==> config.mk <==
export PLATFORM = sky130hd
export DESIGN_NAME = seg_scan_driver
export DESIGN_NICKNAME = d
export VERILOG_FILES = /design/src/rtl/seg_scan_driver_pkg.sv /design/src/rtl/seg_scan_driver_hex_to_seg.sv /design/src/rtl/seg_scan_driver.sv
export SDC_FILE = /design/constraint.sdc
export NUM_CORES = 1
export LEC_CHECK = 0
export CORE_MARGIN = 5
export CORE_UTILIZATION = 48
export CTS_BUF_LIST = sky130_fd_sc_hd__clkbuf_4 sky130_fd_sc_hd__clkbuf_8
export CTS_CLUSTER_SIZE = 8
export DETAILED_ROUTE_END_ITERATION = 12
export PLACE_DENSITY = 0.72
export SYNTH_ARGS = -nofsm -noshare
export SYNTH_HDL_FRONTEND = slang
export SYNTH_SLANG_ARGS = --single-unit
==> constraint.sdc <==
create_clock -name clk -period 2.3 [get_ports clk]
set_input_delay 0.23 -clock clk [delete_from_list [all_inputs] [get_ports clk]]
set_output_delay 0.23 -clock clk [all_outputs]
set_load 0.005 [all_outputs]
==> src/rtl/seg_scan_driver_pkg.sv <==
// seg_scan_driver_pkg
// Shared 7-segment constants used by the display driver and the hex counter
// blocks. Segment codes are active-low, bit order {g,f,e,d,c,b,a}. The
// package also provides the blank and anodes-off patterns and the helper that
// selects one digit's anode.
package seg_scan_driver_pkg;

  // Full 8-bit pattern {dp,g,f,e,d,c,b,a} with every segment off.
  localparam logic [7:0] SEG_BLANK = 8'hFF;
  // Active-low anode pattern with every digit off.
  localparam logic [3:0] ANODE_OFF = 4'b1111;

  // Hex glyphs, 7-bit active-low. Each is the 8-bit code with dp off, minus the dp bit.
  localparam logic [6:0] SEG7_HEX_0 = 7'h40;
  localparam logic [6:0] SEG7_HEX_1 = 7'h79;
  localparam logic [6:0] SEG7_HEX_2 = 7'h24;
  localparam logic [6:0] SEG7_HEX_3 = 7'h30;
  localparam logic [6:0] SEG7_HEX_4 = 7'h19;
  localparam logic [6:0] SEG7_HEX_5 = 7'h12;
  localparam logic [6:0] SEG7_HEX_6 = 7'h02;
  localparam logic [6:0] SEG7_HEX_7 = 7'h78;
  localparam logic [6:0] SEG7_HEX_8 = 7'h00;
  localparam logic [6:0] SEG7_HEX_9 = 7'h10;
  localparam logic [6:0] SEG7_HEX_A = 7'h08;
  localparam logic [6:0] SEG7_HEX_B = 7'h03;
  localparam logic [6:0] SEG7_HEX_C = 7'h46;
  localparam logic [6:0] SEG7_HEX_D = 7'h21;
  localparam logic [6:0] SEG7_HEX_E = 7'h06;
  localparam logic [6:0] SEG7_HEX_F = 7'h0E;

  // Active-low anode pattern that turns on only digit idx.
  function automatic logic [3:0] anode_sel(input logic [1:0] idx);
    return ~(4'b0001 << idx);
  endfunction

endpackage

==> src/rtl/seg_scan_driver_hex_to_seg.sv <==
// hex_to_seg
// Combinational decoder from a hex nibble to a 7-segment glyph. The output is
// active-low and uses the bit order {g,f,e,d,c,b,a}.
//   nibble_i : input  [3:0] hex digit
//   seg_o    : output [6:0] active-low segment pattern
module hex_to_seg
  import seg_scan_driver_pkg::*;
(
  input  logic [3:0] nibble_i,
  output logic [6:0] seg_o
);

  // Glyph lookup.
  always_comb begin
    seg_o = SEG7_HEX_0;
    case (nibble_i)
      4'h0:    seg_o = SEG7_HEX_0;
      4'h1:    seg_o = SEG7_HEX_1;
      4'h2:    seg_o = SEG7_HEX_2;
      4'h3:    seg_o = SEG7_HEX_3;
      4'h4:    seg_o = SEG7_HEX_4;
      4'h5:    seg_o = SEG7_HEX_5;
      4'h6:    seg_o = SEG7_HEX_6;
      4'h7:    seg_o = SEG7_HEX_7;
      4'h8:    seg_o = SEG7_HEX_8;
      4'h9:    seg_o = SEG7_HEX_9;
      4'hA:    seg_o = SEG7_HEX_A;
      4'hB:    seg_o = SEG7_HEX_B;
      4'hC:    seg_o = SEG7_HEX_C;
      4'hD:    seg_o = SEG7_HEX_D;
      4'hE:    seg_o = SEG7_HEX_E;
      4'hF:    seg_o = SEG7_HEX_F;
      default: seg_o = SEG7_HEX_0;
    endcase
  end

endmodule

==> src/rtl/seg_scan_driver.sv <==
// seg_scan_driver
// Shows a 16-bit value as four hex digits on a common-anode 7-segment
// display. The digits are multiplexed in time. The value, the decimal-point
// mask and the digit enables are captured on a load strobe into shadow
// registers. This keeps a frame from showing a mix of old and new data.
//   clk        : input        system clock, rising edge
//   reset      : input        asynchronous reset, active low
//   value      : input  [15:0] digit i = value[4i+3:4i]
//   load       : input        capture value/dp_mask/digit_en into the shadows
//   digit_en   : input  [3:0]  per-digit enable (0 = dark)
//   dp_mask    : input  [3:0]  per-digit decimal point (1 = lit)
//   blank_lz   : input        suppress leading zeros; used live, not captured
//   seg        : output [7:0]  active-low {dp,g,f,e,d,c,b,a}, registered
//   anode      : output [3:0]  active-low digit selects, registered
//   frame_tick : output       one-cycle pulse after the last digit-3 cycle
module seg_scan_driver
  import seg_scan_driver_pkg::*;
#(
  parameter int REFRESH_DIV  = 50000,
  parameter int BLANK_CYCLES = 500
) (
  input  logic        clk,
  input  logic        reset,
  input  logic [15:0] value,
  input  logic        load,
  input  logic [3:0]  digit_en,
  input  logic [3:0]  dp_mask,
  input  logic        blank_lz,
  output logic [7:0]  seg,
  output logic [3:0]  anode,
  output logic        frame_tick
);

  localparam int                 CNT_W         = (REFRESH_DIV > 2) ? $clog2(REFRESH_DIV) : 1;
  localparam logic [CNT_W-1:0]   CNT_LAST      = CNT_W'(REFRESH_DIV - 1);
  localparam logic [CNT_W-1:0]   CNT_BLANK_END = CNT_W'(BLANK_CYCLES);
  localparam bit                 HAS_BLANK     = (BLANK_CYCLES > 0);

  logic [CNT_W-1:0] cnt_q, cnt_d;
  logic [1:0]       idx_q, idx_d;
  logic [15:0]      shadow_q, shadow_d;
  logic [3:0]       dp_q, dp_d;
  logic [3:0]       en_q, en_d;
  logic [7:0]       seg_q, seg_d;
  logic [3:0]       anode_q, anode_d;
  logic             tick_q, tick_d;

  logic [3:0]       cur_nib_s;
  logic [6:0]       glyph_s;
  logic [3:0]       zero_from_s;
  logic             dark_s;
  logic             slot_end_s;

  assign cur_nib_s  = shadow_q[{idx_q, 2'b00} +: 4];
  assign slot_end_s = (cnt_q == CNT_LAST);

  // zero_from_s[i] is set when nibbles i..3 of the shadow are all zero.
  assign zero_from_s[3] = (shadow_q[15:12] == 4'h0);
  assign zero_from_s[2] = zero_from_s[3] & (shadow_q[11:8] == 4'h0);
  assign zero_from_s[1] = zero_from_s[2] & (shadow_q[7:4] == 4'h0);
  assign zero_from_s[0] = zero_from_s[1] & (shadow_q[3:0] == 4'h0);

  // Digit 0 is never treated as a leading zero, so a value of zero still shows one '0'.
  assign dark_s = (HAS_BLANK && (cnt_q < CNT_BLANK_END))
               || !en_q[idx_q]
               || (blank_lz && (idx_q != 2'd0) && zero_from_s[idx_q]);

  hex_to_seg u_hex_to_seg (
    .nibble_i (cur_nib_s),
    .seg_o    (glyph_s)
  );

  // Slot counter and digit index.
  always_comb begin
    cnt_d = cnt_q;
    idx_d = idx_q;
    if (slot_end_s) begin
      cnt_d = '0;
      idx_d = idx_q + 2'd1;
    end else begin
      cnt_d = cnt_q + CNT_W'(1);
      idx_d = idx_q;
    end
  end

  // Shadow capture. A load in the same cycle as a wrap feeds the new slot directly.
  always_comb begin
    shadow_d = shadow_q;
    dp_d     = dp_q;
    en_d     = en_q;
    if (load) begin
      shadow_d = value;
      dp_d     = dp_mask;
      en_d     = digit_en;
    end else begin
      shadow_d = shadow_q;
      dp_d     = dp_q;
      en_d     = en_q;
    end
  end

  // Output pattern for the current slot. It is registered, so it lags cnt/idx by one cycle.
  always_comb begin
    seg_d   = SEG_BLANK;
    anode_d = ANODE_OFF;
    tick_d  = (idx_q == 2'd3) && slot_end_s;
    if (dark_s) begin
      seg_d   = SEG_BLANK;
      anode_d = ANODE_OFF;
    end else begin
      seg_d   = {~dp_q[idx_q], glyph_s};
      anode_d = anode_sel(idx_q);
    end
  end

  // State and output registers. Reset forces the display dark at once.
  always_ff @(posedge clk or negedge reset) begin
    if (!reset) begin
      cnt_q    <= '0;
      idx_q    <= 2'd0;
      shadow_q <= 16'h0000;
      dp_q     <= 4'b0000;
      en_q     <= 4'b0000;
      seg_q    <= SEG_BLANK;
      anode_q  <= ANODE_OFF;
      tick_q   <= 1'b0;
    end else begin
      cnt_q    <= cnt_d;
      idx_q    <= idx_d;
      shadow_q <= shadow_d;
      dp_q     <= dp_d;
      en_q     <= en_d;
      seg_q    <= seg_d;
      anode_q  <= anode_d;
      tick_q   <= tick_d;
    end
  end

  assign seg        = seg_q;
  assign anode      = anode_q;
  assign frame_tick = tick_q;

endmodule
# Word level (Yosys, flattened, before mapping)
# Memory sizes are Yosys's and may differ from the RTL's.
# Cells that the tools add are included.
word_totals:
  register_bits: 55
  latchBits: 0
  mem_bits_rw: 0
  romBits: 112
  input_bits: 28
  out_inout_bits: 13
  elab_cells: 42
  mem_count: 1
classes:
  add_sub_neg: 2
  mul: 0
  n_div: 0
  order_cmp: 2
  eq_ne: 2
  n_shift: 2
  n_mux: 9
  bitwise_logic: 5
  reduce_logical: 11
mem_list:
  columns: ["name", "words", "word_bits", "rd", "rd_clocked_by_memory_dff", "write_ports", "line_no", "rtl"]
  rows:
  - ["(no name shown)", 16, 7, 1, 0, 0, "seg_scan_driver_hex_to_seg.sv:16", "case (nibble_i)"]
ops:
  columns: ["cell", "n"]
  rows:
  - ["$add A16 B1 Y16 const B", 1]
  - ["$eq A16 B16 Y1 const B", 1]
  - ["$logic_not A4 Y1", 4]
  - ["$lt A16 B9 Y1 const B", 1]
  - ["$mux W16", 1]
  - ["$shiftx A16 B5 Y4", 1]
  - ["$mux W8", 1]
  - ["$bmux W1 S2", 3]
  - ["$mux W4", 1]
  - ["$not A4 Y4", 1]
  - ["$shl A1 B2 Y4 const A", 1]
  - ["$and A1 B1 Y1", 3]
  - ["$logic_and A1 B1 Y1", 3]
  - ["$lt A2 B3 Y1 const B", 1]
  - ["$mux W1", 3]
  - ["$add A2 B1 Y2 const B", 1]
  - ["$eq A2 B2 Y1 const B", 1]
  - ["$logic_or A1 B1 Y1", 2]
  - ["$reduce_bool A2 Y1", 1]
  - ["$logic_not A1 Y1", 1]
  - ["$not A1 Y1", 1]

# Longest topological paths before layout
# Gate-level depths: netlist (run 1).
depth:
  depth_word: 9
  ltp_mapped: 8
  ltp_nobuf: 7

# Modules after synthesis
# A second synthesis (run 1) with hierarchy kept.
hier_totals:
  hier_cells: 210
  hier_area_um2: 2785.2
by_module_without_submodules:
  columns: ["mod", "n_inst", "cells_per_inst", "area_per_inst_um2", "seq_area_each_um2"]
  rows:
  - ["seg_scan_driver", 1, 178, 2509.9, 1391.3]
  - ["hex_to_seg", 1, 32, 275.3, 0.0]

# Worst setup path before layout (run 1)
# OpenSTA, ideal clock, no wires.
synth_path:
  kind: "reg2reg"
  startpoint: "register idx_q[0]"
  endpoint: "register seg_q[3] (netlist: seg[3])"
  setup_ps: 100
  t_arrival_ps: 1834
  required_ps: 2200
  slack_ps: 367
  path_stages_with_launch: 7
  path_buffers: 1
  synth_period_minus_slack_ps: 1933
  cell_sequence: "dfrtp_1 buf_2 mux4_2 ha_1 mux2_2 mux2i_1 nand3_1"
synth_via:
  elab_chain_len: 6
  word_cells_on_any_way: 13
  cone_classes: "1 x shift; 5 x mux; 6 x reduce/logical; 1 x memory"
synth_lines:
  columns: ["item", "line_no", "rtl"]
  rows:
  - ["from (decl)", "seg_scan_driver.sv:40", "logic [1:0] idx_q, idx_d;"]
  - ["from (signal assigned)", "seg_scan_driver.sv:129", "idx_q <= idx_d;"]
  - ["parallel branches: the longest is 5 deep, another holds $mem_v2 Z16 W7", null, null]
  - ["$mux W8 *", "seg_scan_driver.sv:107", "if (dark_s) begin"]
  - ["via seg_d[3]", "seg_scan_driver.sv:44", "logic [7:0] seg_q, seg_d;"]
  - ["to (signal assigned)", "seg_scan_driver.sv:133", "seg_q <= seg_d;"]
  - ["to (decl)", "seg_scan_driver.sv:44", null]
# Mark *: on every way through the listed nets, which the timed path passes. The select of a mux whose other input is x is not followed.
# A chain may end at the register's enable or synchronous reset.

# Worst setup path after layout (run 1)
layout_path:
  startpoint: "register cnt_q[12]"
  endpoint: "register seg_q[6] (netlist: seg[6])"
layout_via:
  elab_chain_len: 4
layout_lines:
  columns: ["item", "line_no", "rtl"]
  rows:
  - ["from (decl)", "seg_scan_driver.sv:39", "logic [CNT_W-1:0] cnt_q, cnt_d;"]
  - ["from (signal assigned)", "seg_scan_driver.sv:128", "cnt_q <= cnt_d;"]
  - ["$lt A16 B9 Y1", "seg_scan_driver.sv:64", "assign dark_s = (HAS_BLANK && (cnt_q < CNT_BLANK_END))"]
  - ["$logic_or A1 B1 Y1", "seg_scan_driver.sv:65", "|| !en_q[idx_q]"]
  - ["$logic_or A1 B1 Y1", "seg_scan_driver.sv:66", "|| (blank_lz && (idx_q != 2'd0) && zero_from_s[idx_q]);"]
  - ["$mux W8", "seg_scan_driver.sv:107", null]
  - ["via seg_d[6]", "seg_scan_driver.sv:44", null]
# The timed path passes the listed nets, and every way through them passes these cells.

==> results of run 1 <==
==> layer usage <==
| layer | GRT usage, % | wire, um | part of all wire (%) |
|---|---|---|---|
| met1 | 19.3 | 2200 | 48 |
| met3 | 4.12 | 279 | 6.1 |
| met5 | 0 | 0 | 0 |
| met2 | 21.6 | 2030 | 44 |
| met4 | 4.46 | 71 | 1.6 |
==> cells by family (layout without fill, tap and decap cells) <==
kind of cell    count (synthesis)  count (layout)  synth area share [%]
compound gates                 14              14                  3.57
mux                            36              36                  17.6
fa+ha+maj                      11              11                  5.16
flops                          55              55                  52.2
simple gates                   68              68                  14.4
buf+inv                        17              60                  2.81
xor+xnor                       13              13                  4.27
==> through the flow <==
stage | hold slack [ps] | utilization (%) | worst slack (ps) | total power [mW]
floorplan | -65.6 | - | 367 | 1.18
global placement | 392 | 57.7 | 335 | 1.27
detailed placement | 391 | 57.7 | 303 | 1.27
CTS | 55.1 | 59.3 | 274 | 1.80
global route | 93.4 | 59.3 | 165 | 1.88
finish | 19.8 | 59.3 | 278 | 1.78
==> worst paths after layout <==
path,depth (start not counted),from,to
max,4,cnt_q[12]$_DFF_PN0_,seg[6]$_DFF_PN1_
min,2,reset,shadow_q[14]$_DFFE_PN0P_
max reg2reg,4,cnt_q[12]$_DFF_PN0_,seg[6]$_DFF_PN1_
min reg2reg,1,cnt_q[13]$_DFF_PN0_,cnt_q[13]$_DFF_PN0_
max in group asynchronous,2,reset,shadow_q[7]$_DFFE_PN0P_
min in group clk,1,cnt_q[13]$_DFF_PN0_,cnt_q[13]$_DFF_PN0_
==> final cells by class <==
| class | instances | area (um2) | area share, % |
|---|---|---|---|
| Sequential cell | 55 | 1390 | 43.1 |
| Clock inverter | 3 | 20.0 | 0.620 |
| Timing Repair Buffer | 44 | 425 | 13.2 |
| Tap cell | 72 | 90.1 | 2.79 |
| Inverter | 8 | 30.0 | 0.931 |
| Clock buffer | 5 | 68.8 | 2.13 |
| Multi-Input combinational cell | 142 | 1200 | 37.2 |
==> cell usage in the layout, fill, tap and decap left out, types with 2 or more instances in the layout <==
| master | synthesis | routed |
|---|---|---|
| dfrtp_1 | 43 | 43 |
| nand3_2 | 5 | 5 |
| dfstp_2 | 12 | 12 |
| a21oi_1 | 4 | 4 |
| nor3_1 | 4 | 4 |
| o21ai_0 | 2 | 2 |
| nand4_1 | 5 | 5 |
| nor2_1 | 15 | 15 |
| clkdlybuf4s50_1 | 0 | 39 |
| mux2i_1 | 3 | 3 |
| and2_1 | 3 | 3 |
| inv_1 | 8 | 8 |
| nor4_1 | 6 | 6 |
| o2111ai_1 | 2 | 2 |
| buf_4 | 0 | 4 |
| xnor2_1 | 7 | 7 |
| mux2_2 | 27 | 27 |
| nand3_1 | 7 | 7 |
| ha_1 | 11 | 11 |
| mux4_2 | 6 | 6 |
| clkinvlp_4 | 0 | 2 |
| xor2_1 | 6 | 6 |
| nor2b_1 | 3 | 3 |
| a22oi_1 | 2 | 2 |
| or4_4 | 2 | 2 |
| clkbuf_8 | 0 | 5 |
| nand2_1 | 10 | 10 |
==> state kept, by name, indices dropped and copies added, names as in the netlist <==
register / cells
anode: 4
cnt_q: 16
dp_q: 4
en_q: 4
frame_tick: 1
idx_q: 2
seg: 8
shadow_q: 16
==> worst max-delay path: stages, from the launching register on <==
cell       delay [ps]
dfrtp_1           420
or4_4             550
or4_1             410
o21a_1            380
o2111ai_1         190
==> where the power goes <==
part / switching (mW) / internal (mW) / leakage, nW
Sequential: 0.0318 / 1.01 / 0.658
Clock: 0.313 / 0.212 / 0.0402
Combinational: 0.0881 / 0.123 / 0.619
Total: 0.433 / 1.35 / 1.32
==> results.tsv, run 1 <==
metric	value	unit
n_antenna_cell	0	
final.setup.tns	0	ps
ys_top_cells_by_area	dfrtp_1 (40%), dfstp_2 (12%), mux2_2 (11%)	
overflow	0	
r2r_slack	280	ps
slew_violations	0	
cts_htree_levels	2	
post-cts-setup-buffers	0	
postRouteAntennaNets	0	
ys_seq_area_share	52.2	%
rows	27	
worstMarginPinSlew	669	ps
worstSetupStartpointType	flip-flop	
track_usage	14.1	%
leakage	1.32	nW
vdd_drop_max	0.000345	V
slew_headroom	55.4	%
finalSetupViolCount	0	
fin_crit	2020	ps
synth_top_area_share	40.3	%
design_area	3230	um2
dp_hpwl	3360	um
cts_sinks	55	
clk_latency	310	ps
place_inst	321	
clkTransAtPathRegs	100	ps
placed_area	3140	um2
synth_edf_count	0	
die_w	84.6	um
area_growth	21.0	%
worstPathArrival	2250	ps
critPathMaxFanout	12	
fmax	0.495	GHz
path_class	reg -> reg	
synth_fp_nets	253	
yosysMostFrequentCell	dfrtp_1	
grt_max_degree	56	
portBuffers	40	
synth-main-ff-cell	dfrtp_1	
coreArea	5440	um2
syn_avg_cell_area	12.5	um2
fin_skew	9.40	ps
io_pins	41	
cts_tree	yes	
yosysWarningCount	0	
cts_hold_buf	0	
fin_cells	329	
synth_cells	214	
grt_pass1_vias	1741	
antenna_found_initial	0	
initial_core_util	49.0	%
cellPowerDensity	551	nW/um2
nFillCells	451	
cts_made_buffers	5	
via_per_inst	5.18	
cts_resized	0	
route.detailed.drc	0	
drive_above_1_share	26.5	%
synth_top_area_cell	dfrtp_1	
crit_required	2530	ps
first_iter_violations	99	
synth_async_sr_flop_share	100	%
wirelength	4580	um
synth_area	2670	um2
hold_class	in -> async	
vias	1703	
outcome	finished, final reports clean	
synthTopCellsByCount	dfrtp_1 (43), mux2_2 (27), nor2_1 (15)	
hold_viol	0	
clock-root-buffer	clkbuf_8	
rsz0062_at_grt	false	
grt_pass1_wl	8200	um
die_y	84.6	um
cap_violations	0	
fin_nets	295	
fin_crit_sh	87.9	%
ys_seq_elements	55	
synth_cell_types	38	
ctsLongestPathBuffers	2	
endpoint_kind	flip-flop	
avgRoutedWirePerCell	13.9	um
dr.pass1.iters	6	
die_area	7150	um2
gp_congestion	0.864	
Note: power is estimated with default switching activity, not from simulation.
==> run 2, diff against run 1 <==
--- a/config.mk
+++ b/config.mk
@@ -10,6 +10,7 @@
 export CTS_BUF_LIST = sky130_fd_sc_hd__clkbuf_4 sky130_fd_sc_hd__clkbuf_8
 export CTS_CLUSTER_SIZE = 8
 export DETAILED_ROUTE_END_ITERATION = 12
+export GPL_ROUTABILITY_DRIVEN = 0
 export PLACE_DENSITY = 0.72
 export SYNTH_ARGS = -nofsm -noshare
 export SYNTH_HDL_FRONTEND = slang
==> results of run 2 <==
No change in the layout: final DEF, timing and power equal those of run 1.
